### src/rtl/input_debounce_filter.sv
// Synchroniser plus debounce filter for an asynchronous raw level. Optional macro
// DEBOUNCE_EDGE_PULSE_EN adds the one-cycle rise_pulse/fall_pulse outputs.
//
// state      | meaning
// S_LOW      | out_signal stable at 0, waiting for a high sample
// S_LOW_CHK  | qualifying a 0->1 change, counter holds the high samples seen
// S_HIGH     | out_signal stable at 1, waiting for a low sample
// S_HIGH_CHK | qualifying a 1->0 change, counter holds the low samples seen
module input_debounce_filter #(
  parameter int SYNC_STAGES   = 2,
  parameter int STABLE_CYCLES = 4
) (
  input  logic clk,
  input  logic reset_n,
  input  logic raw_in,
  input  logic enable,
  output logic out_signal,
  output logic busy
`ifdef DEBOUNCE_EDGE_PULSE_EN
  ,
  output logic rise_pulse,
  output logic fall_pulse
`endif
);

  localparam int CNT_W = $clog2(STABLE_CYCLES + 1);
  localparam logic [CNT_W-1:0] CNT_LAST = CNT_W'(STABLE_CYCLES - 1);
  localparam logic [CNT_W-1:0] CNT_ONE  = CNT_W'(1);
  localparam logic [CNT_W-1:0] CNT_ZERO = '0;

  typedef enum logic [1:0] {
    S_LOW      = 2'b00,
    S_LOW_CHK  = 2'b01,
    S_HIGH     = 2'b10,
    S_HIGH_CHK = 2'b11
  } state_t;

  logic [SYNC_STAGES-1:0] sync_q;
  logic                   sync_in;
  state_t                 state, state_nxt;
  logic [CNT_W-1:0]       cnt, cnt_nxt;
  logic                   out_nxt;
  logic                   busy_nxt;

  always_ff @(posedge clk or negedge reset_n) begin
    if (!reset_n) begin
      sync_q <= '0;
    end else begin
      sync_q <= {sync_q[SYNC_STAGES-2:0], raw_in};
    end
  end

  assign sync_in = sync_q[SYNC_STAGES-1];

  always_ff @(posedge clk or negedge reset_n) begin
    if (!reset_n) begin
      state <= S_LOW;
      cnt   <= CNT_ZERO;
    end else begin
      state <= state_nxt;
      cnt   <= cnt_nxt;
    end
  end

  // Disabling drops any candidate immediately, so re-enable always restarts from zero.
  always_comb begin
    state_nxt = state;
    cnt_nxt   = cnt;
    case (state)
      S_LOW: begin
        if (enable && sync_in) begin
          if (STABLE_CYCLES == 1) begin
            state_nxt = S_HIGH;
          end else begin
            state_nxt = S_LOW_CHK;
            cnt_nxt   = CNT_ONE;
          end
        end
      end
      S_LOW_CHK: begin
        if (!enable || !sync_in) begin
          state_nxt = S_LOW;
          cnt_nxt   = CNT_ZERO;
        end else if (cnt == CNT_LAST) begin
          state_nxt = S_HIGH;
          cnt_nxt   = CNT_ZERO;
        end else begin
          cnt_nxt = cnt + CNT_ONE;
        end
      end
      S_HIGH: begin
        if (enable && !sync_in) begin
          if (STABLE_CYCLES == 1) begin
            state_nxt = S_LOW;
          end else begin
            state_nxt = S_HIGH_CHK;
            cnt_nxt   = CNT_ONE;
          end
        end
      end
      S_HIGH_CHK: begin
        if (!enable || sync_in) begin
          state_nxt = S_HIGH;
          cnt_nxt   = CNT_ZERO;
        end else if (cnt == CNT_LAST) begin
          state_nxt = S_LOW;
          cnt_nxt   = CNT_ZERO;
        end else begin
          cnt_nxt = cnt + CNT_ONE;
        end
      end
      default: begin
        state_nxt = S_LOW;
        cnt_nxt   = CNT_ZERO;
      end
    endcase
  end

  // Outputs are registered from the next state so they line up with the state flop.
  always_comb begin
    out_nxt  = (state_nxt == S_HIGH) || (state_nxt == S_HIGH_CHK);
    busy_nxt = (state_nxt == S_LOW_CHK) || (state_nxt == S_HIGH_CHK);
  end

  always_ff @(posedge clk or negedge reset_n) begin
    if (!reset_n) begin
      out_signal <= 1'b0;
      busy       <= 1'b0;
    end else begin
      out_signal <= out_nxt;
      busy       <= busy_nxt;
    end
  end

`ifdef DEBOUNCE_EDGE_PULSE_EN
  always_ff @(posedge clk or negedge reset_n) begin
    if (!reset_n) begin
      rise_pulse <= 1'b0;
      fall_pulse <= 1'b0;
    end else begin
      rise_pulse <= out_nxt & ~out_signal;
      fall_pulse <= ~out_nxt & out_signal;
    end
  end
`endif

endmodule

### config.mk
export PLATFORM = sky130hd
export DESIGN_NAME = input_debounce_filter
export DESIGN_NICKNAME = d
export VERILOG_FILES = /design/src/rtl/input_debounce_filter.sv
export SDC_FILE = /design/constraint.sdc
export NUM_CORES = 1
export LEC_CHECK = 0
export BUFFER_PORTS_ARGS = -buffer_cell sky130_fd_sc_hd__buf_2
export CAP_MARGIN = 0
export CORE_AREA = 2 2 39 41
export CTS_CLUSTER_SIZE = 30
export DETAILED_ROUTE_END_ITERATION = 10
export DIE_AREA = 0 0 41 43
export REMOVE_ABC_BUFFERS = 1
export SETUP_SLACK_MARGIN = 0.2
export SLEW_MARGIN = 20
export SYNTH_ARGS = -nofsm -noshare
export SYNTH_HDL_FRONTEND = slang
export SYNTH_SLANG_ARGS = --single-unit
### constraint.sdc
create_clock -name clk -period 2.4 [get_ports clk]
set_input_delay 0.48 -clock clk [delete_from_list [all_inputs] [get_ports clk]]
set_output_delay 0.48 -clock clk [all_outputs]
set_load 0.02 [all_outputs]
==> results.sh, run 1 <==
export IMPL_min_path_type="in -> async"
export IMPL_arrival_ns=0.81
export IMPL_switching_share=0.313
export IMPL_netlist_area_um2=347
export IMPL_path_delay_family="flip-flops"
export IMPL_power_switching_uw=133
export IMPL_cts_max_level=1
export IMPL_wire_per_inst_um=9.86
export IMPL_synth_top_area_share=0.578
export IMPL_slowest_delay_ns=0.40
export IMPL_grt_overflow=0
export IMPL_worstRegToRegCells=4
export IMPL_worst_slew_pin_slew_ns=0.215
export IMPL_post_cts_setup_buffers=0
export IMPL_antenna_found_initial=0
export IMPL_cp_max_fo=3
export IMPL_tns_ns=0
export IMPL_worst_setup_path_type="reg -> out"
export IMPL_hold_viol=0
export IMPL_end_kind="primary output"
export IMPL_drtIter0Drc=0
export IMPL_multiInputGateArea_um2=139
export IMPL_drcViolationCount=0
export IMPL_grt_pass1_vias=226
export IMPL_drive_gt1_frac=0.394
export IMPL_grt_pass1_wl_um=952
export IMPL_seqCellArea_um2=200
export IMPL_cts_tree="yes"
export IMPL_grt_max_degree=9
export IMPL_max_freq_mhz=773
export IMPL_vias=209
export IMPL_syn_to_final_growth_pct=19.5
export IMPL_clock_sinks=8
export IMPL_synthTopCellsByArea="dfrtp_1 58%, o32ai_2 4.7%, a21boi_1 4.3%"
export IMPL_relSlewSlack=0.856
export IMPL_cp_required_ns=1.92
export IMPL_power_density_nw_per_um2=1020
export IMPL_crit_buf_inv=1
export IMPL_synthCells=25
export IMPL_drv_cap=0
export IMPL_rsz0062_at_grt="false"
export IMPL_nFillCells=141
export IMPL_cts_resized=0
export IMPL_cts_buffers_inserted=3
export IMPL_fp_dieW_um=41
export IMPL_wl_met1_um=223
export IMPL_clock_path_buffers=2
export IMPL_drt_vias_per_instance=4.27
export IMPL_p_leak_uw=0.000192
export IMPL_grtUsageTotal=0.0846
export IMPL_irDropWorstVdd_mv=0.418
export IMPL_synth_area_leader_cell="dfrtp_1"
export IMPL_fp_coreArea_um2=1380
export IMPL_drtAntennaViolNets=0
export IMPL_ys_seq_area_frac=0.578
export IMPL_setup_violations=0
export IMPL_p_clk_frac=0.234
export IMPL_power_frac_comb=0.306
export IMPL_p_int_uw=291
export IMPL_r2r_end="out_signal"
export IMPL_clk_latency_ns=0.25
export IMPL_io_pins=6
export IMPL_syn_mean_instance_area_um2=13.9
export IMPL_skew_ns=0.00835
export IMPL_start_util=0.250
export IMPL_seqPwrFrac=0.460
export IMPL_worstPathCellList="buf_2"
export IMPL_period_minus_slack_ns=1.29
export IMPL_n_antenna_cell=0
export IMPL_status="finished, final reports clean"
export IMPL_die_height_um=43
export IMPL_wl_met2_um=209
export IMPL_yosys_warnings=0
export IMPL_cp_start_kind="flop"
export IMPL_wl_met3_um=50
export IMPL_dr_max_layer_used="met3"
export IMPL_portBuffers=5
export IMPL_wl_um=483
export IMPL_slowest_stage="dfrtp_1"
export IMPL_die_area_um2=1760
export IMPL_timing_rr_start="cnt[0]"
export IMPL_synth_cell_type_count=15
export IMPL_root_buffer="clkbuf_4"
export IMPL_gp_congestion=0.734
export IMPL_firstDrtPassIters=1
export IMPL_finalMaxSlewViolations=0
export IMPL_final_core_util=0.299
export IMPL_critPathLaunch="out_signal"
export IMPL_fin_nets=40
export IMPL_rows=14
export IMPL_ys_seq_elements=8
export IMPL_clk_pin_slew_ns=0.05
export IMPL_hold_buffers=0
export IMPL_rrSetupSlack_ns=1.16
export IMPL_period_share=0.539
[sequential cells by signal (all words and copies together) (netlist names)]
name and flops:
busy 1, out_signal 1, state 1, sync_q 2, cnt 3
[metal layers]
metal / vias up / GRT usage
met1: 96 / 0.105
met4: 0 / 0.0200
li1: 104 / -
met5: - / 0
met3: 0 / 0.0628
met2: 9 / 0.116
[worst max path at each step]
stage	to	slack, ns	cells past startpoint
2_1_floorplan	out_signal	1.22	4
3_3_place_gp	out_signal	1.16	4
3_5_place_dp	out_signal	1.17	4
4_1_cts	out_signal	1.10	1
5_1_grt	out_signal	1.06	4
6_report	out_signal	1.11	1
[per-stage QoR]
| step | area, um^2 | total power (uW) | instances | worst slack, ns | hold WS [ns] |
|---|---|---|---|---|---|
| after floorplan | 347 | 294 | 25 | 1.22 | 0.184 |
| after global placement | 392 | 327 | 46 | 1.16 | 0.328 |
| after detailed placement | 392 | 327 | 46 | 1.17 | 0.325 |
| after CTS | 414 | 431 | 49 | 1.10 | 0.0511 |
| after global routing | 414 | 459 | 49 | 1.06 | 0.0547 |
| final | 414 | 424 | 49 | 1.11 | 0.0522 |
[cell usage after synthesis]
library cell and n:
dfrtp_1 8, a21boi_1 2, inv_1 2, nand2b_1 2, and2_4 1, ha_1 1, mux2_4 1, nand3_1 1
nand3_2 1, nor2b_4 1, o21a_1 1, o21ai_0 1, o32ai_1 1, o32ai_2 1, xor2_1 1
[power groups by stage]
stage               sequential [uW]  combinational [uW]  clock [uW]
global route                    200                 146         112
global placement                197                 130           0
floorplan                       209                85.2           0
CTS                             195                 132         104
detailed placement              197                 130           0
finish                          195                 130        99.3
[layout make-up]
type,instances,area share
inverters,2,0.0181
clock buffers,3,0.0544
multi-input cells,15,0.335
well taps,16,0.0483
repair buffers,5,0.0604
flip-flops and latches,8,0.483
[cell families after synthesis]
kind of cell / count (synthesis) / synth area share
buffers and inverters: 2 / 0.0217
flip-flops: 8 / 0.578
AND/OR/NAND/NOR: 6 / 0.144
AO/OA/AOI/OAI: 6 / 0.152
XOR/XNOR: 1 / 0.0253
multiplexers: 1 / 0.0433
adder cells (fa/ha/maj): 1 / 0.0361
[worst reg2reg max path: stages, from the launching register on]
cell and delay (ns):
dfrtp_1 0.36, ha_1 0.16, nor2b_4 0.20, nand3_2 0.10, mux2_4 0.30
[cells in the final DEF, fill, tap and decap left out]
| cell | count |
|---|---|
| a21boi_1 | 2 |
| and2_4 | 1 |
| buf_2 | 5 |
| clkbuf_4 | 3 |
| dfrtp_1 | 8 |
| ha_1 | 1 |
| inv_1 | 2 |
| mux2_4 | 1 |
| nand2b_1 | 2 |
| nand3_1 | 1 |
| nand3_2 | 1 |
| nor2b_4 | 1 |
| o21a_1 | 1 |
| o21ai_0 | 1 |
| o32ai_1 | 1 |
| o32ai_2 | 1 |
| xor2_1 | 1 |
Note: power is estimated with default switching activity, not from simulation.
==> run 2: changes to the inputs <==
Clock period 2.4 ns to 1.1 ns, I/O delays scaled along.
==> run 2 against run 1 <==
Effect of this change: the run now ends with setup timing left; clock power grew 120%; wire length up 27%; largest power group is now combinational logic; final cell count rose by 10%; critical path depth up 3; sequential power increased by 130%; first-iteration DRC count increased by 2; highest routed layer unchanged; global-route usage is 0.29 points higher; worst setup slack worse by 1.2 ns; utilization up 5.3 points.
==> results.sh, run 2 (synthesized netlist as in run 1, its figures left out) <==
export IMPL_relSlewSlack=0.856
export IMPL_worst_slew_pin_slew_ns=0.217
export IMPL_die_area_um2=1760
export IMPL_regMostFlops="cnt"
export IMPL_start_util=0.250
export IMPL_dp_cells=49
export IMPL_grt_max_degree=9
export IMPL_p_int_uw=751
export IMPL_root_buffer="clkbuf_4"
export IMPL_drt_vias_per_instance=4.28
export IMPL_drv_cap=0
export IMPL_drtAntennaViolNets=0
export IMPL_switching_share=0.317
export IMPL_portBuffers=5
export IMPL_period_minus_slack_ns=1.22
export IMPL_grt_overflow=0
export IMPL_cts_tree="yes"
export IMPL_clk_latency_ns=0.25
export IMPL_power_switching_uw=349
export IMPL_antenna_found_initial=0
export IMPL_clock_sinks=8
export IMPL_n_antenna_cell=0
export IMPL_gp_congestion=0.738
export IMPL_use_met2=0.122
export IMPL_firstDrtPassIters=5
export IMPL_met3_usage=0.0157
export IMPL_grt_pass1_wl_um=1010
export IMPL_skew_ns=0.00502
export IMPL_drtIter0Drc=2
export IMPL_p_leak_uw=0.000218
export IMPL_end_kind="flop"
export IMPL_cts_max_level=1
export IMPL_wire_per_inst_um=11.3
export IMPL_reg_top3="cnt: 3 flops, sync_q: 2 flops"
export IMPL_rows=14
export IMPL_cp_max_fo=4
export IMPL_power_total_uw=1100
export IMPL_syn_to_final_growth_pct=40.8
export IMPL_fin_nets=45
export IMPL_hpwlAfterDp_um=422
export IMPL_power_frac_comb=0.404
export IMPL_die_height_um=43
export IMPL_slowest_delay_ns=0.36
export IMPL_crit_buf_inv=0
export IMPL_most_common_layout_cells="8 x dfrtp_1, 4 x buf_4, 3 x clkbuf_4, 3 x buf_2"
export IMPL_period_share=1.11
export IMPL_met1_usage=0.117
export IMPL_rsz0062_at_grt="true"
export IMPL_worstPathCellList="ha_2 -> nor2b_4 -> nand3_2 -> mux2_4"
export IMPL_largest_reg_flops=3
export IMPL_fp_coreArea_um2=1380
export IMPL_io_pins=6
export IMPL_cp_required_ns=1.23
export IMPL_setup_violations=3
export IMPL_violations="setup timing"
export IMPL_wl_um=612
export IMPL_slowest_stage="dfrtp_1"
export IMPL_vias=231
export IMPL_path_delay_family="flip-flops"
export IMPL_finalMaxSlewViolations=0
export IMPL_final_common_cell="dfrtp_1"
export IMPL_grtUsageTotal=0.0875
export IMPL_clk_pin_slew_ns=0.05
export IMPL_max_freq_mhz=822
export IMPL_layout_cells_non_filler=54
export IMPL_cp_start_kind="flop"
export IMPL_arrival_ns=1.34
export IMPL_hold_viol=0
export IMPL_cts_buffers_inserted=3
export IMPL_min_path_type="in -> reg"
export IMPL_drive_gt1_frac=0.500
export IMPL_drcViolationCount=0
export IMPL_power_density_nw_per_um2=2250
export IMPL_top_usage_layer="met2"
export IMPL_clock_path_buffers=2
export IMPL_p_clk_frac=0.197
export IMPL_worst_slack_ns=-0.117
export IMPL_irDropWorstVdd_mv=1.04
export IMPL_fp_dieW_um=41
export IMPL_seqPwrFrac=0.400
export IMPL_worst_setup_path_type="reg -> reg"
export IMPL_status="finished with violations"
export IMPL_grt_pass1_vias=267
==> run 2: area by class of cell <==
type / count / area (um^2)
Tap cell: 16 / 20.0
Inverter: 2 / 7.51
Timing Repair Buffer: 10 / 77.6
Sequential cell: 8 / 200
Fill cell: 136 / 896
Clock buffer: 3 / 22.5
Multi-Input combinational cell: 15 / 160
==> run 2: what timing repair did <==
item | in CTS | in global routing
buffers inserted | 1 | 0
setup endpoints to repair | 8 | 8
gates resized for setup | 5 | 2
hold endpoints to repair | 8 | 0
pin swaps | 3 | 1
hold buffers | 1 | 0
==> run 2: worst paths after layout <==
check	start	end	slack, ns	cells after the start
hold reg to reg	sync_q[0]	sync_q[1]	0.34	0
max in group asynchronous	reset_n	state[0]	0.59	2
min in group asynchronous	reset_n	cnt[0]	0.34	2
setup reg to reg	cnt[0]	out_signal	-0.12	4
hold / removal	raw_in	sync_q[0]	0.08	1
setup / recovery	cnt[0]	out_signal	-0.12	4
==> run 2: power by group through the flow <==
| stage | logic [uW] | clock network (uW) | registers [uW] |
|---|---|---|---|
| final | 444 | 216 | 439 |
| after global routing | 487 | 241 | 449 |
| after CTS | 409 | 230 | 432 |
| after detailed placement | 342 | 0 | 431 |
| after global placement | 337 | 0 | 430 |
| after floorplan | 186 | 0 | 456 |
==> run 2: metrics by stage <==
step	cell area [um^2]	worst slack (ns)	setup TNS, ns	hold WS (ns)	util
after floorplan	347	-0.0815	-0.0815	-0.0756	-
after global placement	414	-0.0962	-0.259	0.0686	0.299
after detailed placement	414	-0.115	-0.299	0.0694	0.299
after CTS	469	-0.118	-0.259	0.0685	0.339
after global routing	488	-0.174	-0.549	0.0647	0.353
final	488	-0.117	-0.219	0.0806	0.353
==> run 2: per-layer routing <==
metal | vias to the layer above | part of all wire
met3 | 0 | 0.041
met2 | 6 | 0.45
li1 | 115 | -
met5 | - | 0
met1 | 110 | 0.50
met4 | 0 | 0
==> run 2: worst register-to-register path: stages (launching register included) <==
cell,delay [ns]
dfrtp_1,0.36
ha_2,0.18
nor2b_4,0.17
nand3_2,0.09
mux2_4,0.30
